### src/rtl/pulse_sweep.sv
// pulse_sweep: delay-sweep scheduler for the pulse generator.
// Steps the generator's delay word through del_start, del_start+del_step, ...
// and counts n_shots sequences (falling edges of sync) at each point.
// New delay values are applied only on a sync rise, so every pulse sequence
// is built from a single, consistent delay value.
module pulse_sweep #(
   parameter int DW = 16,
   parameter int NW = 8,
   parameter int SW = 16
) (
   input  logic          clk_pll,
   input  logic          reset,
   input  logic          start,
   input  logic          abort,
   input  logic [DW-1:0] del_start,
   input  logic [DW-1:0] del_step,
   input  logic [NW-1:0] n_points,
   input  logic [SW-1:0] n_shots,
   input  logic          sync_in,
   output logic [DW-1:0] del_out,
   output logic [NW-1:0] point_idx,
   output logic [SW-1:0] shot_cnt,
   output logic          point_done,
   output logic          busy,
   output logic          done,
   output logic          err
);

   typedef enum logic [2:0] {
      S_IDLE,
      S_ARM,
      S_RUN,
      S_PEND,
      S_FINISH
   } state_t;

   state_t        state, state_n;
   logic          sync_q;
   logic          rise, fall;

   logic [DW-1:0] cfg_start, cfg_start_n;
   logic [DW-1:0] cfg_step, cfg_step_n;
   logic [NW-1:0] cfg_points, cfg_points_n;
   logic [SW-1:0] cfg_shots, cfg_shots_n;

   logic [DW-1:0] del_out_n;
   logic [NW-1:0] point_idx_n;
   logic [SW-1:0] shot_cnt_n;
   logic          point_done_n, busy_n, done_n, err_n;

   logic [DW:0]   del_sum;
   logic [SW-1:0] shot_inc;

   assign rise     = sync_in & ~sync_q;
   assign fall     = ~sync_in & sync_q;
   assign del_sum  = {1'b0, del_out} + {1'b0, cfg_step};
   assign shot_inc = shot_cnt + SW'(1);

   // Delayed copy of sync for edge detection.
   always_ff @(posedge clk_pll) begin
      if (reset) sync_q <= 1'b0;
      else       sync_q <= sync_in;
   end

   // State, captured configuration and all outputs are registered here.
   always_ff @(posedge clk_pll) begin
      if (reset) begin
         state      <= S_IDLE;
         cfg_start  <= '0;
         cfg_step   <= '0;
         cfg_points <= '0;
         cfg_shots  <= '0;
         del_out    <= '0;
         point_idx  <= '0;
         shot_cnt   <= '0;
         point_done <= 1'b0;
         busy       <= 1'b0;
         done       <= 1'b0;
         err        <= 1'b0;
      end else begin
         state      <= state_n;
         cfg_start  <= cfg_start_n;
         cfg_step   <= cfg_step_n;
         cfg_points <= cfg_points_n;
         cfg_shots  <= cfg_shots_n;
         del_out    <= del_out_n;
         point_idx  <= point_idx_n;
         shot_cnt   <= shot_cnt_n;
         point_done <= point_done_n;
         busy       <= busy_n;
         done       <= done_n;
         err        <= err_n;
      end
   end

   // Next-state and next-output logic; abort has priority in every active state.
   always_comb begin
      state_n      = state;
      cfg_start_n  = cfg_start;
      cfg_step_n   = cfg_step;
      cfg_points_n = cfg_points;
      cfg_shots_n  = cfg_shots;
      del_out_n    = del_out;
      point_idx_n  = point_idx;
      shot_cnt_n   = shot_cnt;
      point_done_n = 1'b0;
      busy_n       = busy;
      done_n       = 1'b0;
      err_n        = err;

      case (state)
         S_IDLE: begin
            if (start && !abort) begin
               cfg_start_n  = del_start;
               cfg_step_n   = del_step;
               cfg_points_n = n_points;
               cfg_shots_n  = n_shots;
               err_n        = 1'b0;
               if (n_points == '0 || n_shots == '0) begin
                  err_n  = 1'b1;
                  done_n = 1'b1;
               end else begin
                  busy_n  = 1'b1;
                  state_n = S_ARM;
               end
            end
         end

         S_ARM: begin
            if (abort) begin
               busy_n  = 1'b0;
               state_n = S_IDLE;
            end else if (rise) begin
               del_out_n   = cfg_start;
               point_idx_n = '0;
               shot_cnt_n  = '0;
               state_n     = S_RUN;
            end
         end

         S_RUN: begin
            if (abort) begin
               busy_n  = 1'b0;
               state_n = S_IDLE;
            end else if (fall) begin
               shot_cnt_n = shot_inc;
               if (shot_inc == cfg_shots) begin
                  point_done_n = 1'b1;
                  if (point_idx == cfg_points - NW'(1)) begin
                     state_n = S_FINISH;
                  end else if (del_sum[DW]) begin
                     err_n   = 1'b1;
                     state_n = S_FINISH;
                  end else begin
                     state_n = S_PEND;
                  end
               end
            end
         end

         S_PEND: begin
            if (abort) begin
               busy_n  = 1'b0;
               state_n = S_IDLE;
            end else if (rise) begin
               del_out_n   = del_sum[DW-1:0];
               point_idx_n = point_idx + NW'(1);
               shot_cnt_n  = '0;
               state_n     = S_RUN;
            end
         end

         S_FINISH: begin
            busy_n  = 1'b0;
            state_n = S_IDLE;
            if (!abort) done_n = 1'b1;
         end

         default: begin
            busy_n  = 1'b0;
            state_n = S_IDLE;
         end
      endcase
   end

endmodule
### config.mk
export PLATFORM = sky130hd
export DESIGN_NAME = pulse_sweep
export DESIGN_NICKNAME = d
export VERILOG_FILES = /design/src/rtl/pulse_sweep.sv
export SDC_FILE = /design/constraint.sdc
export NUM_CORES = 1
export LEC_CHECK = 0
export CORE_ASPECT_RATIO = 0.5
export CORE_UTILIZATION = 49
export CTS_CLUSTER_DIAMETER = 100
export DETAILED_ROUTE_END_ITERATION = 10
export PLACE_DENSITY = 0.78
export SLEW_MARGIN = 15
export SYNTH_ARGS = -nofsm -noshare
export SYNTH_HDL_FRONTEND = slang
export SYNTH_SLANG_ARGS = --single-unit
### constraint.sdc
create_clock -name clk_pll -period 4.9 [get_ports clk_pll]
set_input_delay 0.49 -clock clk_pll [delete_from_list [all_inputs] [get_ports clk_pll]]
set_output_delay 0.49 -clock clk_pll [all_outputs]
set_load 0.05 [all_outputs]
==> flow_summary.ini <==
[drt]
first_iter_violations = 276
viasPerCell = 5.75
route.detailed.drc = 0
num_vias = 5443
ant_nets = 0
wl_per_cell_um = 15.6
drtPass1Iterations = 5
routed_wl_um = 14800

[logic_synthesis]
yosys_warnings = 0
synth_top_area_frac = 0.367
synth.yosys.seq_area_share = 0.367
syn_area_um2 = 5670
synth-seq-cells = 104
synth_edf_count = 0
syn-num-nets = 804
synth.area.top_cells = dfxtp_1 (37%), nand2_1 (9.8%), a21oi_1 (8.9%), ha_1 (4.2%), xnor2_1 (3.2%)
synth_cell_types = 64
synthCells = 723
synthArstFlopShare = 0
ys.flop_type = dfxtp_1
synth.most_common_cell = nand2_1
synth_top_area_cell = dfxtp_1
syn_avg_cell_area_um2 = 7.84
synth_commonest_cells = nand2_1 (148), dfxtp_1 (104), a21oi_1 (101), nor2_1 (41), clkbuf_1 (37)

[global_routing]
overflow = 0
antenna_found_initial = 0
track_usage = 0.254
grt_pass1_vias = 5155
grt_max_degree = 61
grt_first_pass_wirelength_um = 24700

[setup_path]
cp-start-kind = flop
path_buf_inv = 0
crit_top_cell = a211oi_1
crit_type = flop to flop
crit_path_max_fanout = 3
path_cells = ha_1 > fa_1 > a211oi_1 > o21ai_1 > a211oi_1 > o311ai_1 > a31oi_1 > a21o_1 > and4b_1
critical_path.top_delay_family = compound AO/OA/AOI/OAI gates
worstSetupEndpointType = flop
arrival_ps = 3190
worstSetupStartpoint = del_out[0]
crit_slowest_cell = fa_1
critPathMaxStageDelay_ps = 440
timing.reg2reg.setup_slack_ps = 2010
reg2reg_from = del_out[0]
critPathRequiredTime_ps = 5190

[cts]
cts-resized-gates = 0
path_clk_slew_ps = 70
post_cts_buffers = 0
clock-sinks = 104
cts_tree = done
clock_latency_ps = 350
numCtsBuffers = 9
cts_hold_buffers = 0
cts.htree.levels = 3
cts_buffer_depth = 2
clockRootBuffer = clkbuf_16

[cells_and_area]
n_antenna_cell = 0
finalInstanceArea_um2 = 7050
layout.nets = 877
drive_above_1_share = 0.0524
stdcell_count = 946
synthToLayoutAreaGrowth_pct = 24.5

[timing]
fin_skew_ps = 6.99
setup_violations = 0
fin_setup_tns_ps = 0
worst_pin_slew_ps = 1110
rsz0062_at_grt = false
relSlewSlack = 0.259
finalCritPeriodShare = 0.590
fin_crit_ps = 2890
drv_slew = 0
hold_ws_ps = 461
max_freq_ghz = 0.346
hold_violations = 0

[die]
start_util = 0.510
num_rows = 27
dieHeight_um = 78.0
die-area_um2 = 12000
dieWidth_um = 154
core_um2 = 11100
io_pins = 105

[power_and_ir_drop]
leakagePower_nw = 2.50
power.switching_w = 0.000728
powerDensity_nw_per_um2 = 330
seqPwrFrac = 0.429
power.clock.fraction = 0.335
p_comb_frac = 0.237
peakVddDrop_mv = 0.207
switching_share = 0.313
internal-power_w = 0.00160

[hold_path]
hp-class = flop to flop
hp-start = cfg_start[1]

[job]
cap_violations = 0

[placed_design]
io_buffer_count = 104
placed_cell_area_um2 = 6730
dpl.hpwl_um = 10300
place_congestion = 0.930
dp_cells = 930

[status]
outcome = finished, final reports clean
-- layer usage --
| metal | global-route usage | vias up | share of wire |
|---|---|---|---|
| met4 | 0.0750 | 0 | 0.012 |
| met2 | 0.439 | 164 | 0.47 |
| li1 | - | 2728 | - |
| met5 | 0 | - | 0 |
| met1 | 0.324 | 2532 | 0.46 |
| met3 | 0.0469 | 19 | 0.056 |
-- cell usage in the layout (no fill, tap or decap), types with 9 or more instances in the layout --
| cell type | netlist | layout |
|---|---|---|
| dfxtp_1 | 104 | 104 |
| nand2_1 | 148 | 148 |
| nor2_1 | 41 | 41 |
| xnor2_1 | 21 | 21 |
| o21ai_0 | 30 | 30 |
| nor4_1 | 15 | 15 |
| a211oi_1 | 12 | 12 |
| clkbuf_16 | 0 | 9 |
| a21oi_1 | 101 | 101 |
| clkdlybuf4s50_1 | 0 | 103 |
| nor3_1 | 16 | 15 |
| nand4_1 | 10 | 10 |
| a31oi_1 | 9 | 9 |
| o221ai_1 | 10 | 10 |
| ha_1 | 19 | 19 |
| xor2_1 | 19 | 19 |
-- final cells by class --
class                   count  area [um^2]
fillers                   976         4060
multi-input cells         568         3380
flip-flops and latches    104         2080
repair buffers            108         1070
clock buffers              10          239
well taps                 145          181
clock inverters             6         82.6
inverters                   5         18.8
-- tightest hold or removal path, delay by kind of cell (launching register included) --
family | cells | cell delay, ps
AOI/OAI and AO/OA | 1 | 50
DFF | 1 | 310
and+or+nand+nor | 1 | 50
-- power groups by stage --
stage	combinational [W]	clock, W	sequential, W
after floorplan	0.000361	0	0.00103
after global routing	0.000606	0.000827	0.00101
after global placement	0.000532	0	0.00101
after detailed placement	0.000547	0	0.00102
after CTS	0.000550	0.000784	0.000997
final	0.000551	0.000780	0.000999
-- worst paths after layout --
check	endpoint	depth (start not counted)
worst max-delay path	state[0]	9
worst min-delay path	cfg_start[1]	2
worst max register to register	state[0]	9
worst min register to register	cfg_start[1]	2
-- sequential cells by signal, indices dropped and copies added (netlist names) --
register and count:
done 1, point_done 1, shot_cnt 16, cfg_start 16, cfg_shots 16, state 3, cfg_points 8, cfg_step 16
del_out 16, sync_q 1, err 1, point_idx 8, busy 1
-- cells by family (layout without fill, tap and decap cells) --
group | count (synthesis) | count (layout) | synth area share
simple gates | 306 | 306 | 0.269
compound gates | 200 | 200 | 0.216
flops | 104 | 104 | 0.367
buf+inv | 51 | 129 | 0.0369
xor+xnor | 40 | 40 | 0.0618
fa+ha+maj | 20 | 20 | 0.0455
mux | 2 | 2 | 0.00353
-- per-stage QoR --
stage	total power, W	setup slack [ps]	util
after floorplan	0.00139	2150	-
after global placement	0.00155	2060	0.606
after detailed placement	0.00156	1890	0.606
after CTS	0.00233	2060	0.635
after global routing	0.00244	1720	0.635
final	0.00233	2010	0.635
(Power assumes the default switching activity.)
